File: config.mk
export PLATFORM = sky130hd
export DESIGN_NAME = fetch_stage
export DESIGN_NICKNAME = d
export VERILOG_FILES = /design/src/rtl/pipeline_pkg.sv /design/src/rtl/fetch_predecode.sv /design/src/rtl/fetch_stage.sv
export SDC_FILE = /design/constraint.sdc
export NUM_CORES = 1
export LEC_CHECK = 0
export ABC_CLOCK_PERIOD_IN_PS = 1900
export CAP_MARGIN = 40
export CORE_ASPECT_RATIO = 1.1
export CORE_MARGIN = 2
export CORE_UTILIZATION = 40
export DETAILED_ROUTE_END_ITERATION = 16
export GPL_TIMING_DRIVEN = 0
export PLACE_DENSITY = 0.81
export SYNTH_ARGS = -nofsm -noshare
export SYNTH_HDL_FRONTEND = slang
export SYNTH_HIERARCHICAL = 1
export SYNTH_SLANG_ARGS = --single-unit
File: constraint.sdc
create_clock -name clk -period 1.9 [get_ports clk]
set_input_delay 0.285 -clock clk [delete_from_list [all_inputs] [get_ports clk]]
set_output_delay 0.285 -clock clk [all_outputs]
set_load 0.01 [all_outputs]
File: src/rtl/pipeline_pkg.sv
// rtl/pipeline_pkg.sv - shared pipeline constants, PC source encoding and branch opcodes
// Contents:
//   PC_W, INSTR_W    default PC and instruction widths
//   pc_sel_e         PC source select encoding driven by the hazard controller
//   OP_*             7-bit branch opcodes, opcode = {instr[17:13], instr[1:0]}
//   is_cond_branch   true for BREQ/BRNE/BRCS/BRCC
//   is_branch        true for any conditional branch or BRN
package pipeline_pkg;

  localparam int PC_W    = 10;
  localparam int INSTR_W = 18;

  typedef enum logic [2:0] {
    PC_DEC   = 3'd0,
    PC_STACK = 3'd1,
    PC_INT   = 3'd2,
    PC_CORR  = 3'd3,
    PC_PRED  = 3'd4
  } pc_sel_e;

  localparam logic [6:0] OP_BRN  = 7'b0010000;
  localparam logic [6:0] OP_BREQ = 7'b0010010;
  localparam logic [6:0] OP_BRNE = 7'b0010011;
  localparam logic [6:0] OP_BRCS = 7'b0010100;
  localparam logic [6:0] OP_BRCC = 7'b0010101;

  function automatic logic is_cond_branch(input logic [6:0] opcode);
    return (opcode == OP_BREQ) || (opcode == OP_BRNE) ||
           (opcode == OP_BRCS) || (opcode == OP_BRCC);
  endfunction

  function automatic logic is_branch(input logic [6:0] opcode);
    return (opcode == OP_BRN) || is_cond_branch(opcode);
  endfunction

endpackage

File: src/rtl/fetch_predecode.sv
// rtl/fetch_predecode.sv - static backward-taken/forward-not-taken branch predictor
// Combinational predecode of the fetch latch contents.
// Ports:
//   instr   in   INSTR_W  latched instruction
//   pc      in   PC_W     PC of instr
//   valid   in   1        instr is a real instruction
//   taken   out  1        predicted taken
//   target  out  PC_W     branch target field instr[12:3]
module fetch_predecode #(
  parameter int PC_W    = 10,
  parameter int INSTR_W = 18
) (
  input  logic [INSTR_W-1:0] instr,
  input  logic [PC_W-1:0]    pc,
  input  logic               valid,
  output logic               taken,
  output logic [PC_W-1:0]    target
);
  import pipeline_pkg::*;

  logic [6:0] opcode;

  always_comb begin
    opcode = {instr[17:13], instr[1:0]};
    target = instr[12:3];
    // Loops branch backwards, so a target at or below the branch is predicted
    // taken; BRN is always taken.
    taken  = valid && ((opcode == OP_BRN) ||
                       (is_cond_branch(opcode) && (target <= pc)));
  end

endmodule

File: src/rtl/fetch_stage.sv
// rtl/fetch_stage.sv - instruction fetch stage: PC, PC source mux, imem address mux, fetch latch
// Optional feature macro: STATIC_BRANCH_PREDICT_EN (static predecode of the fetch latch).
// Ports:
//   clk, reset                 clock; synchronous active-high reset
//   pc_reset                   controller PC reset (same as reset for the PC)
//   pc_inc, pc_load            advance PC / load PC from pc_mux_sel source (load wins)
//   pc_mux_sel                 0 dec, 1 stack, 2 INT_VECTOR, 3 correction, 4 predicted, 5-7 hold
//   imem_addr_mux              1 replays if_pc, 0 fetches pc_q
//   fetch_latch_stall          hold the fetch latch
//   fetch_flush                invalidate the fetch latch (overrides stall)
//   dec_target, stack_target, correction_target   PC load sources
//   imem_addr, imem_data       instruction memory address out / read data in
//   if_instr, if_pc, if_valid  fetch latch to decode
//   predicted_branch_taken, predicted_target      static prediction for if_instr
module fetch_stage #(
  parameter int              PC_W       = pipeline_pkg::PC_W,
  parameter int              INSTR_W    = pipeline_pkg::INSTR_W,
  parameter logic [PC_W-1:0] RESET_PC   = 10'h000,
  parameter logic [PC_W-1:0] INT_VECTOR = 10'h3FF
) (
  input  logic               clk,
  input  logic               reset,
  input  logic               pc_reset,
  input  logic               pc_inc,
  input  logic               pc_load,
  input  logic [2:0]         pc_mux_sel,
  input  logic               imem_addr_mux,
  input  logic               fetch_latch_stall,
  input  logic               fetch_flush,
  input  logic [PC_W-1:0]    dec_target,
  input  logic [PC_W-1:0]    stack_target,
  input  logic [PC_W-1:0]    correction_target,
  output logic [PC_W-1:0]    imem_addr,
  input  logic [INSTR_W-1:0] imem_data,
  output logic [INSTR_W-1:0] if_instr,
  output logic [PC_W-1:0]    if_pc,
  output logic               if_valid,
  output logic               predicted_branch_taken,
  output logic [PC_W-1:0]    predicted_target
);
  import pipeline_pkg::*;

  logic [PC_W-1:0] pc_q;
  logic [PC_W-1:0] pc_src;

  always_comb begin
    pc_src = pc_q;
    case (pc_mux_sel)
      PC_DEC:   pc_src = dec_target;
      PC_STACK: pc_src = stack_target;
      PC_INT:   pc_src = INT_VECTOR;
      PC_CORR:  pc_src = correction_target;
      PC_PRED:  pc_src = predicted_target;
      default:  pc_src = pc_q;
    endcase
  end

  always_ff @(posedge clk) begin
    if (reset || pc_reset) begin
      pc_q <= RESET_PC;
    end else if (pc_load) begin
      pc_q <= pc_src;
    end else if (pc_inc) begin
      pc_q <= pc_q + PC_W'(1);
    end
  end

  // Replay mode re-reads the instruction already in the latch so a stalled
  // decode sees consistent memory data.
  assign imem_addr = imem_addr_mux ? if_pc : pc_q;

  always_ff @(posedge clk) begin
    if (reset) begin
      if_instr <= '0;
      if_pc    <= '0;
      if_valid <= 1'b0;
    end else if (fetch_flush) begin
      // Keep the current PC so a flushed slot still carries a sensible address.
      if_instr <= '0;
      if_pc    <= pc_q;
      if_valid <= 1'b0;
    end else if (!fetch_latch_stall) begin
      if_instr <= imem_data;
      if_pc    <= imem_addr;
      if_valid <= 1'b1;
    end
  end

`ifdef STATIC_BRANCH_PREDICT_EN
  fetch_predecode #(
    .PC_W    (PC_W),
    .INSTR_W (INSTR_W)
  ) u_predecode (
    .instr  (if_instr),
    .pc     (if_pc),
    .valid  (if_valid),
    .taken  (predicted_branch_taken),
    .target (predicted_target)
  );
`else
  assign predicted_branch_taken = 1'b0;
  assign predicted_target       = '0;
`endif

endmodule

**Yosys cells after proc, flatten, opt, wreduce, memory -nomap -nowiden**

Cells that the tools add are included.

- Bits in registers: 39
- Logic and storage cells: 22
- Input port bits: 59
- Output and inout port bits: 50

- Multiplexer cells: 6
- Reduce and logical (&&, ||, !) cells: 5
- Equality and inequality tests: 6
- Add/sub/neg operators: 1

Operators with widths:

| operator | number |
|---|---|
| 10-bit two-way mux | 5 |
| 10-bit one-hot mux with 5 select lines | 1 |
| 10-bit by 1-bit adder with 10-bit output, second input constant | 1 |
| 3-bit by 2-bit equality test with 1-bit output, second input constant | 2 |
| 6-bit by 1-bit != test with 1-bit output, second input constant | 1 |
| 3-bit by 1-bit equality test with 1-bit output, second input constant | 1 |
| 3-bit equality test, second input constant | 1 |
| 3-bit zero test | 1 |
| 2-bit by 1-bit != test with 1-bit output, second input constant | 1 |
| 2-bit AND reduction | 1 |
| 2-bit nonzero test | 1 |
| 2-bit OR reduction | 1 |
| 1-bit logical OR | 1 |

**Depth between registers and ports, before layout**

Gate-level depths: netlist (run 1).

- Word-level depth: 3
- Mapped depth: 6

**Worst setup path before layout (run 1)**

No wires, ideal clock.

- Path type: input -> register
- Start: input port pc_mux_sel[1]
- End: register pc_q[3]
- Data arrival time: 1368 ps
- Setup time: 73 ps
- Path buffers: 1
- Setup slack: 458 ps
- Data required time: 1827 ps
- Cell stages on the path: 5
- Cell sequence: buf_6 > o211ai_4 > or4b_1 > a211o_1 > o211ai_2

- Cells in the longest elaborated chain, start to end: 3
- Elaborated cells between the ends (all ways): 9
- Those cells by class: 5 x eq/ne; 2 x mux; 2 x reduce/logical

RTL lines:

| item | line | text |
|---|---|---|
| from (decl) | fetch_stage.sv:26 | `input logic [2:0] pc_mux_sel,` |
| 3-bit equality test (tied with other cells) | fetch_stage.sv:48 | `case (pc_mux_sel)` |
| 10-bit one-hot mux with 5 select lines / 6-bit by 1-bit != test with 1-bit output (equally long branches) | - |  |
| 10-bit two-way mux / 2-bit AND reduction (equally long branches) | - |  |
| to (signal assigned) | fetch_stage.sv:62 | `pc_q <= pc_src;` |
| to (signal assigned) | fetch_stage.sv:64 | `pc_q <= pc_q + PC_W'(1);` |
| to (decl) | fetch_stage.sv:43 | `logic [PC_W-1:0] pc_q;` |

Several ways; a longest one is shown, not always the timed one.
A chain may end at the register's enable or synchronous reset.

**Worst setup path after layout (run 1)**

- Start: register pc_q[4]
- End: output port imem_addr[4]

- Cells in the longest elaborated chain, start to end: 1

RTL lines:

| item | line | text |
|---|---|---|
| 10-bit two-way mux | fetch_stage.sv:70 | `assign imem_addr = imem_addr_mux ? if_pc : pc_q;` |
| to (decl) | fetch_stage.sv:33 | `output logic [PC_W-1:0] imem_addr,` |

Every way passes these cells.

==> run summary, run 1 <==
## Run status
* run status: finished, final reports clean

## Clock tree
* Clock Tree Root: sky130_fd_sc_hd__clkbuf_8
* CTS Buf Count: 5
* buffers inserted by post-CTS timing repair: 0
* TritonCTS clock tree: built
* number of H-tree levels: 2
* Resized cells post-CTS: 3
* hold buffer count at cts: 0
* clock-pin slew on the worst setup and hold paths: 0.07 ns
* latest clock arrival within the worst-skew pair: 0.28 ns
* total clock sinks: 39
* Clock Path Buffers: 2

## Worst setup path
* critical setup path kind: register to output pin
* CP max stage cell: sky130_fd_sc_hd__clkdlybuf4s50_1
* Crit. End Element: output pin
* required time worst endpoint: 1.62 ns
* critical path peak fanout: 11
* biggest cell delay along the critical path: 0.53 ns
* series of cell instances along the critical path: mux2_2 -> clkdlybuf4s50_1
* startpoint kind of the worst setup timing path: register
* data arrival time at the worst-slack endpoint: 1.56 ns

## Die
* vertical extent of the die: 80.6 µm
* Die X: 73.7 µm
* Floorplan Core Area: 5070 µm²
* starting utilization of the core area: 42.1%
* total number of placement rows: 27
* I/O pin cnt: 109
* DIE AREA: 5940 µm²

## STA
* slew at the pin closest to its max-slew limit: 0.666 ns
* Final TNS setup: 0 ns
* relative slew slack: 55.4%
* upper clock frequency limit: 543 MHz
* Final Hold Fails: 0
* skew final: 0.00227 ns
* Tmin final: 1.84 ns
* number of max-slew violations in the final report: 0
* hold slack: 0.451 ns
* final cycle utilization of the critical path: 96.9%
* final setup violation count: 0
* RSZ-0062 raised after global routing: no

## Synthesis
* Area contributors post-synth: sky130_fd_sc_hd__dfxtp_1 (37%), sky130_fd_sc_hd__mux2i_1 (13%), sky130_fd_sc_hd__a21oi_1 (5.6%), sky130_fd_sc_hd__mux2_2 (5.3%), sky130_fd_sc_hd__nand2_1 (4.6%)
* biggest area consumer among synthesized cells: sky130_fd_sc_hd__dfxtp_1
* synthesized area per cell: 8.65 µm²
* number of flops mapped to enable cells by yosys: 0
* sequential element share of the synthesized area: 36.6%
* netlist area before placement: 2140 µm²
* Cell variety after synth: 45
* share of Yosys cell area claimed by the top area cell type: 36.6%
* dominant synthesized flop cell: sky130_fd_sc_hd__dfxtp_1
* post-synthesis async set-or-reset flop share: 0%
* count of yosys warnings during synthesis: 6
* number of standard cells after synthesis: 247
* flop and latch count out of synthesis: 39

## Global routing
* total global-route track usage: 19.1%
* wire length of the first global-routing pass: 8960 µm
* number of antenna violations at the first check in global routing: 0
* via count of the first global-routing pass: 1954
* total congestion overflow: 0
* largest net degree at the start of global routing: 13

## Routing
* routed vias/inst: 5.10
* drc violations: 0
* violation count after the first detailed-route iteration: 50
* DR WL/cell: 13.5 µm
* DR pass1 iterations: 4
* number of vias after detailed routing: 2120
* count of nets left with antenna violations after detail routing: 0
* overall routed net length: 5600 µm

## Power
* leakage: 1.31 nW
* Peak VDD IR: 0.289 mV
* power per standard cell area: 574 nW/µm²

## Final layout
* Diodes inserted: 0
* post-layout net count: 417
* layout cell share with drive strength beyond 1: 12.3%
* post-synthesis to final-layout area growth: 54.5%
* final core utilization: 65.1%

## Placement
* port bufs: 96
* final HPWL from detailed placement: 4530 µm
* placer's final routability congestion estimate: 0.860

## Hold path
* type of the most critical hold path: input pin to register

## Run
* total of max-cap violations: 0

[metrics by stage]
stage / std cells / total power, mW / setup slack, ns / cell area (µm²)
2_1_floorplan: 257 / 1.09 / 0.458 / 2170
3_3_place_gp: 411 / 1.30 / -0.497 / 3210
3_5_place_dp: 411 / 1.30 / -0.504 / 3210
4_1_cts: 416 / 1.91 / 0.0624 / 3300
5_1_grt: 416 / 1.98 / 0.000481 / 3300
6_report: 416 / 1.89 / 0.0580 / 3300
[where the power goes]
part	total (mW)	internal, mW	switching, mW	leakage [nW]
combinational	0.416	0.244	0.172	0.942
sequential	0.867	0.844	0.0236	0.317
clock	0.611	0.330	0.280	0.0505
total	1.89	1.42	0.476	1.31
[layout make-up]
class / instances / area (µm²)
Clock buffer: 7 / 96.3
Fill cell: 443 / 1770
Inverter: 3 / 11.3
Multi-Input combinational cell: 187 / 1220
Buffer: 25 / 149
Tap cell: 58 / 72.6
Clock inverter: 1 / 7.51
Sequential cell: 39 / 781
Timing Repair Buffer: 96 / 962
[final timing paths]
check	startpoint	end	slack (ns)	depth (start not counted)
worst min register to register	if_valid	if_valid	0.46	2
worst max register to register	pc_q[2]	pc_q[3]	0.38	4
worst min-delay path	pc_mux_sel[1]	pc_q[4]	0.45	5
worst max-delay path	pc_q[4]	imem_addr[4]	0.06	2
[cells in the mapped netlist, types with 5 or more instances]
library cell	instances
sky130_fd_sc_hd__buf_4	11
sky130_fd_sc_hd__nand2_1	26
sky130_fd_sc_hd__a31oi_1	5
sky130_fd_sc_hd__mux2i_1	28
sky130_fd_sc_hd__nor2_1	25
sky130_fd_sc_hd__mux2_2	10
sky130_fd_sc_hd__dfxtp_1	39
sky130_fd_sc_hd__o21ai_0	8
sky130_fd_sc_hd__maj3_1	6
sky130_fd_sc_hd__a21oi_1	24
sky130_fd_sc_hd__clkbuf_1	10
sky130_fd_sc_hd__buf_2	5
[placed cells by master (no fill, tap or decap), types with 2 or more instances in the layout]
| cell type | synthesis | final |
|---|---|---|
| sky130_fd_sc_hd__mux2_2 | 10 | 10 |
| sky130_fd_sc_hd__maj3_1 | 6 | 6 |
| sky130_fd_sc_hd__a31oi_1 | 5 | 5 |
| sky130_fd_sc_hd__a21oi_1 | 24 | 24 |
| sky130_fd_sc_hd__o211ai_1 | 3 | 3 |
| sky130_fd_sc_hd__or2_2 | 4 | 4 |
| sky130_fd_sc_hd__o2111ai_1 | 2 | 2 |
| sky130_fd_sc_hd__nand2_1 | 26 | 26 |
| sky130_fd_sc_hd__nor2_1 | 25 | 25 |
| sky130_fd_sc_hd__mux2i_1 | 28 | 28 |
| sky130_fd_sc_hd__o21ai_0 | 8 | 8 |
| sky130_fd_sc_hd__nand3_1 | 3 | 3 |
| sky130_fd_sc_hd__clkbuf_8 | 0 | 7 |
| sky130_fd_sc_hd__and4_1 | 2 | 2 |
| sky130_fd_sc_hd__buf_4 | 11 | 11 |
| sky130_fd_sc_hd__nor3b_1 | 2 | 2 |
| sky130_fd_sc_hd__clkbuf_1 | 10 | 7 |
| sky130_fd_sc_hd__a22oi_1 | 3 | 3 |
| sky130_fd_sc_hd__clkdlybuf4s50_1 | 0 | 95 |
| sky130_fd_sc_hd__buf_2 | 5 | 5 |
| sky130_fd_sc_hd__a211oi_1 | 3 | 3 |
| sky130_fd_sc_hd__nand4_1 | 2 | 2 |
| sky130_fd_sc_hd__dfxtp_1 | 39 | 39 |
| sky130_fd_sc_hd__a21o_1 | 2 | 2 |
| sky130_fd_sc_hd__inv_1 | 2 | 2 |
| sky130_fd_sc_hd__conb_1 | 1 | 11 |
[logic make-up after synthesis]
| kind of cell | synth area share, % |
|---|---|
| AOI/OAI and AO/OA | 16.8 |
| and+or+nand+nor | 16.2 |
| buffers and inverters | 8.03 |
| other | 0.176 |
| DFF | 36.6 |
| adders and majority gates | 3.92 |
| muxes | 18.4 |
[state kept, by name, indices dropped and copies added (netlist names)]
signal	cells
if_instr	18
pc_q	10
if_pc	10
if_valid	1
[layer usage]
layer / vias to the layer above / wire length, µm / GRT usage, %
met4: 0 / 52 / 6.73
li1: 1071 / - / -
met1: 938 / 2330 / 22.8
met3: 4 / 578 / 5.40
met2: 107 / 2640 / 32.5
met5: - / 0 / 0
[critical path: cells and delay by family, from the launching register on]
kind	cells	cell delay [ns]
flops	1	0.52
buf+inv	1	0.53
mux	1	0.23
Note: power is estimated with default switching activity, not from simulation.
==> inputs of run 2 (changes only) <==
--- a/config.mk
+++ b/config.mk
@@ -13,6 +13,7 @@
 export DETAILED_ROUTE_END_ITERATION = 16
 export GPL_TIMING_DRIVEN = 0
 export PLACE_DENSITY = 0.81
+export RECOVER_POWER = 100
 export SYNTH_ARGS = -nofsm -noshare
 export SYNTH_HDL_FRONTEND = slang
 export SYNTH_HIERARCHICAL = 1
==> run summary, run 2 (synthesized netlist as in run 1, its figures left out) <==
## Clock tree
* Resized cells post-CTS: 3, unchanged
* buffers inserted by post-CTS timing repair: 0, unchanged
* number of H-tree levels: 2, unchanged
* total clock sinks: 39, unchanged
* Clock Tree Root: sky130_fd_sc_hd__clkbuf_8
* TritonCTS clock tree: built
* clock-pin slew on the worst setup and hold paths: 0.07 ns, about the same
* Clock Path Buffers: 2, unchanged
* latest clock arrival within the worst-skew pair: 0.28 ns, about the same
* hold buffer count at cts: 0, unchanged
* CTS Buf Count: 5, unchanged

## Final layout
* Largest register FFs: 18, unchanged
* Diodes inserted: 0, unchanged
* commonest non-fill, non-tap cell in the layout: sky130_fd_sc_hd__clkdlybuf4s50_1
* register with the highest flop count: if_instr
* commonest cells after routing, fill and taps aside: sky130_fd_sc_hd__clkdlybuf4s50_1 (64), sky130_fd_sc_hd__dfxtp_1 (39), sky130_fd_sc_hd__dlygate4sd3_1 (31), sky130_fd_sc_hd__mux2i_1 (28), sky130_fd_sc_hd__nand2_1 (26)
* Filler Cell Count: 443, unchanged
* Final Cell Area: 3300 µm², unchanged
* post-layout net count: 417, unchanged
* final core utilization: 65.1%, unchanged
* post-synthesis to final-layout area growth: 54.5%, unchanged
* top flop regs: if_instr: 18 flops, if_pc: 10 flops, pc_q: 10 flops
* layout cell share with drive strength beyond 1: 12.3%, unchanged

## STA
* Final Hold Fails: 0, unchanged
* final setup violation count: 0, unchanged
* slew at the pin closest to its max-slew limit: 0.662 ns, -0.00341 ns
* smallest setup slack after layout: 0.0604 ns, +0.00240 ns
* skew final: 0.00299 ns, +0.000713 ns
* Tmin final: 1.84 ns, -0.00240 ns
* final cycle utilization of the critical path: 96.8%, -0.13 points
* number of max-slew violations in the final report: 0, unchanged
* upper clock frequency limit: 544 MHz, +0.13%
* Final TNS setup: 0 ns, unchanged
* RSZ-0062 raised after global routing: no
* relative slew slack: 55.7%, +0.23 points

## Power
* power per standard cell area: 571 nW/µm², -0.49%
* Peak VDD IR: 0.287 mV, -0.75%
* leakage: 1.40 nW, +7.2%

## Global routing
* total global-route track usage: 19.1%, unchanged
* via count of the first global-routing pass: 1954, unchanged
* total congestion overflow: 0, unchanged
* wire length of the first global-routing pass: 8960 µm, unchanged
* largest net degree at the start of global routing: 13, unchanged
* number of antenna violations at the first check in global routing: 0, unchanged

## Die
* Die X: 73.7 µm, unchanged
* DIE AREA: 5940 µm², unchanged
* Floorplan Core Area: 5070 µm², unchanged
* I/O pin cnt: 109, unchanged
* starting utilization of the core area: 42.1%, unchanged
* total number of placement rows: 27, unchanged
* vertical extent of the die: 80.6 µm, unchanged

## Worst setup path
* series of cell instances along the critical path: mux2_2 -> clkdlybuf4s50_1
* Crit. End Element: output pin
* startpoint kind of the worst setup timing path: register
* CP max stage cell: sky130_fd_sc_hd__clkdlybuf4s50_1
* biggest cell delay along the critical path: 0.53 ns, about the same
* critical path peak fanout: 11, unchanged
* r2r worst-path depth: 4, unchanged
* required time worst endpoint: 1.62 ns, about the same
* critical setup path kind: register to output pin
* data arrival time at the worst-slack endpoint: 1.55 ns, about the same
* setup slack of the most critical reg-to-reg path: 0.38 ns, about the same

## Placement
* final HPWL from detailed placement: 4530 µm, unchanged
* placer's final routability congestion estimate: 0.860, unchanged
* Post-Place Cell Area: 3210 µm², unchanged
* worst setup timing slack at the placement stage: -0.504 ns, unchanged
* port bufs: 96, unchanged

## Run status
* run status: finished, final reports clean

## Run
* total of max-cap violations: 0, unchanged

## Routing
* overall routed net length: 5610 µm, about the same
* violation count after the first detailed-route iteration: 55, +10%
* DR pass1 iterations: 4, unchanged
* count of nets left with antenna violations after detail routing: 0, unchanged
* routed vias/inst: 5.09, about the same
* DR WL/cell: 13.5 µm, about the same
* number of vias after detailed routing: 2118, -0.094%
* drc violations: 0, unchanged

## Hold path
* cell depth of the worst hold path: 5, unchanged
* type of the most critical hold path: input pin to register

## run 2: cell count changes in the layout (fill, tap and decap cells not counted), sizes merged
cell / previous run / this run
buf: 18 / 16
clkbuf: 14 / 16
dlygate4sd3: 0 / 31
clkdlybuf4s50: 95 / 64
## run 2: area by class of cell
type,instances,area (µm²),area share (%)
sequential,39,781,23.7
multi-input combinational,187,1220,37.0
tap,58,72.6,2.20
inverter,3,11.3,0.341
clock buffer,7,96.3,2.92
clock inverter,1,7.51,0.227
timing repair buffer,96,962,29.2
buffer,25,149,4.51
## run 2: through the flow
| step | hold WS, ns | instances | power, mW |
|---|---|---|---|
| final | 0.453 | 416 | 1.88 |
| after CTS | 0.452 | 416 | 1.91 |
| after detailed placement | 0.451 | 411 | 1.30 |
| after global routing | 0.479 | 416 | 1.97 |
| after global placement | 0.437 | 411 | 1.30 |
| after floorplan | 0.429 | 257 | 1.09 |
## run 2: path summary, 6_finish.rpt
kind                 start           end
max                pc_q[4]  imem_addr[4]
min          pc_mux_sel[1]       pc_q[4]
max reg2reg        pc_q[0]       pc_q[6]
min reg2reg       if_valid      if_valid
## run 2: worst max-delay path: cells and delay by family (launching register included)
family	cells	cell delay, ns
buf+inv	1	0.53
flops	1	0.52
mux	1	0.23
## run 2: power breakdown
group          internal [mW]  switching, mW
clock                  0.330          0.279
combinational          0.237          0.172
sequential             0.844         0.0229
## run 2: routing by layer
layer | track usage, % | share of wire (%) | vias to the layer above | wire length, µm
li1 | - | - | 1071 | -
met4 | 6.73 | 0.77 | 0 | 43
met2 | 32.5 | 47 | 104 | 2650
met3 | 5.40 | 9.5 | 2 | 531
met1 | 22.8 | 42 | 941 | 2380
met5 | 0 | 0 | - | 0
==> inputs of run 3 (changes only) <==
--- a/config.mk
+++ b/config.mk
@@ -10,6 +10,7 @@
 export CORE_ASPECT_RATIO = 1.1
 export CORE_MARGIN = 2
 export CORE_UTILIZATION = 40
+export CTS_CLUSTER_SIZE = 8
 export DETAILED_ROUTE_END_ITERATION = 16
 export GPL_TIMING_DRIVEN = 0
 export PLACE_DENSITY = 0.81
==> results of run 3 <==
Final layout, timing and power as in run 2 (identical DEF).
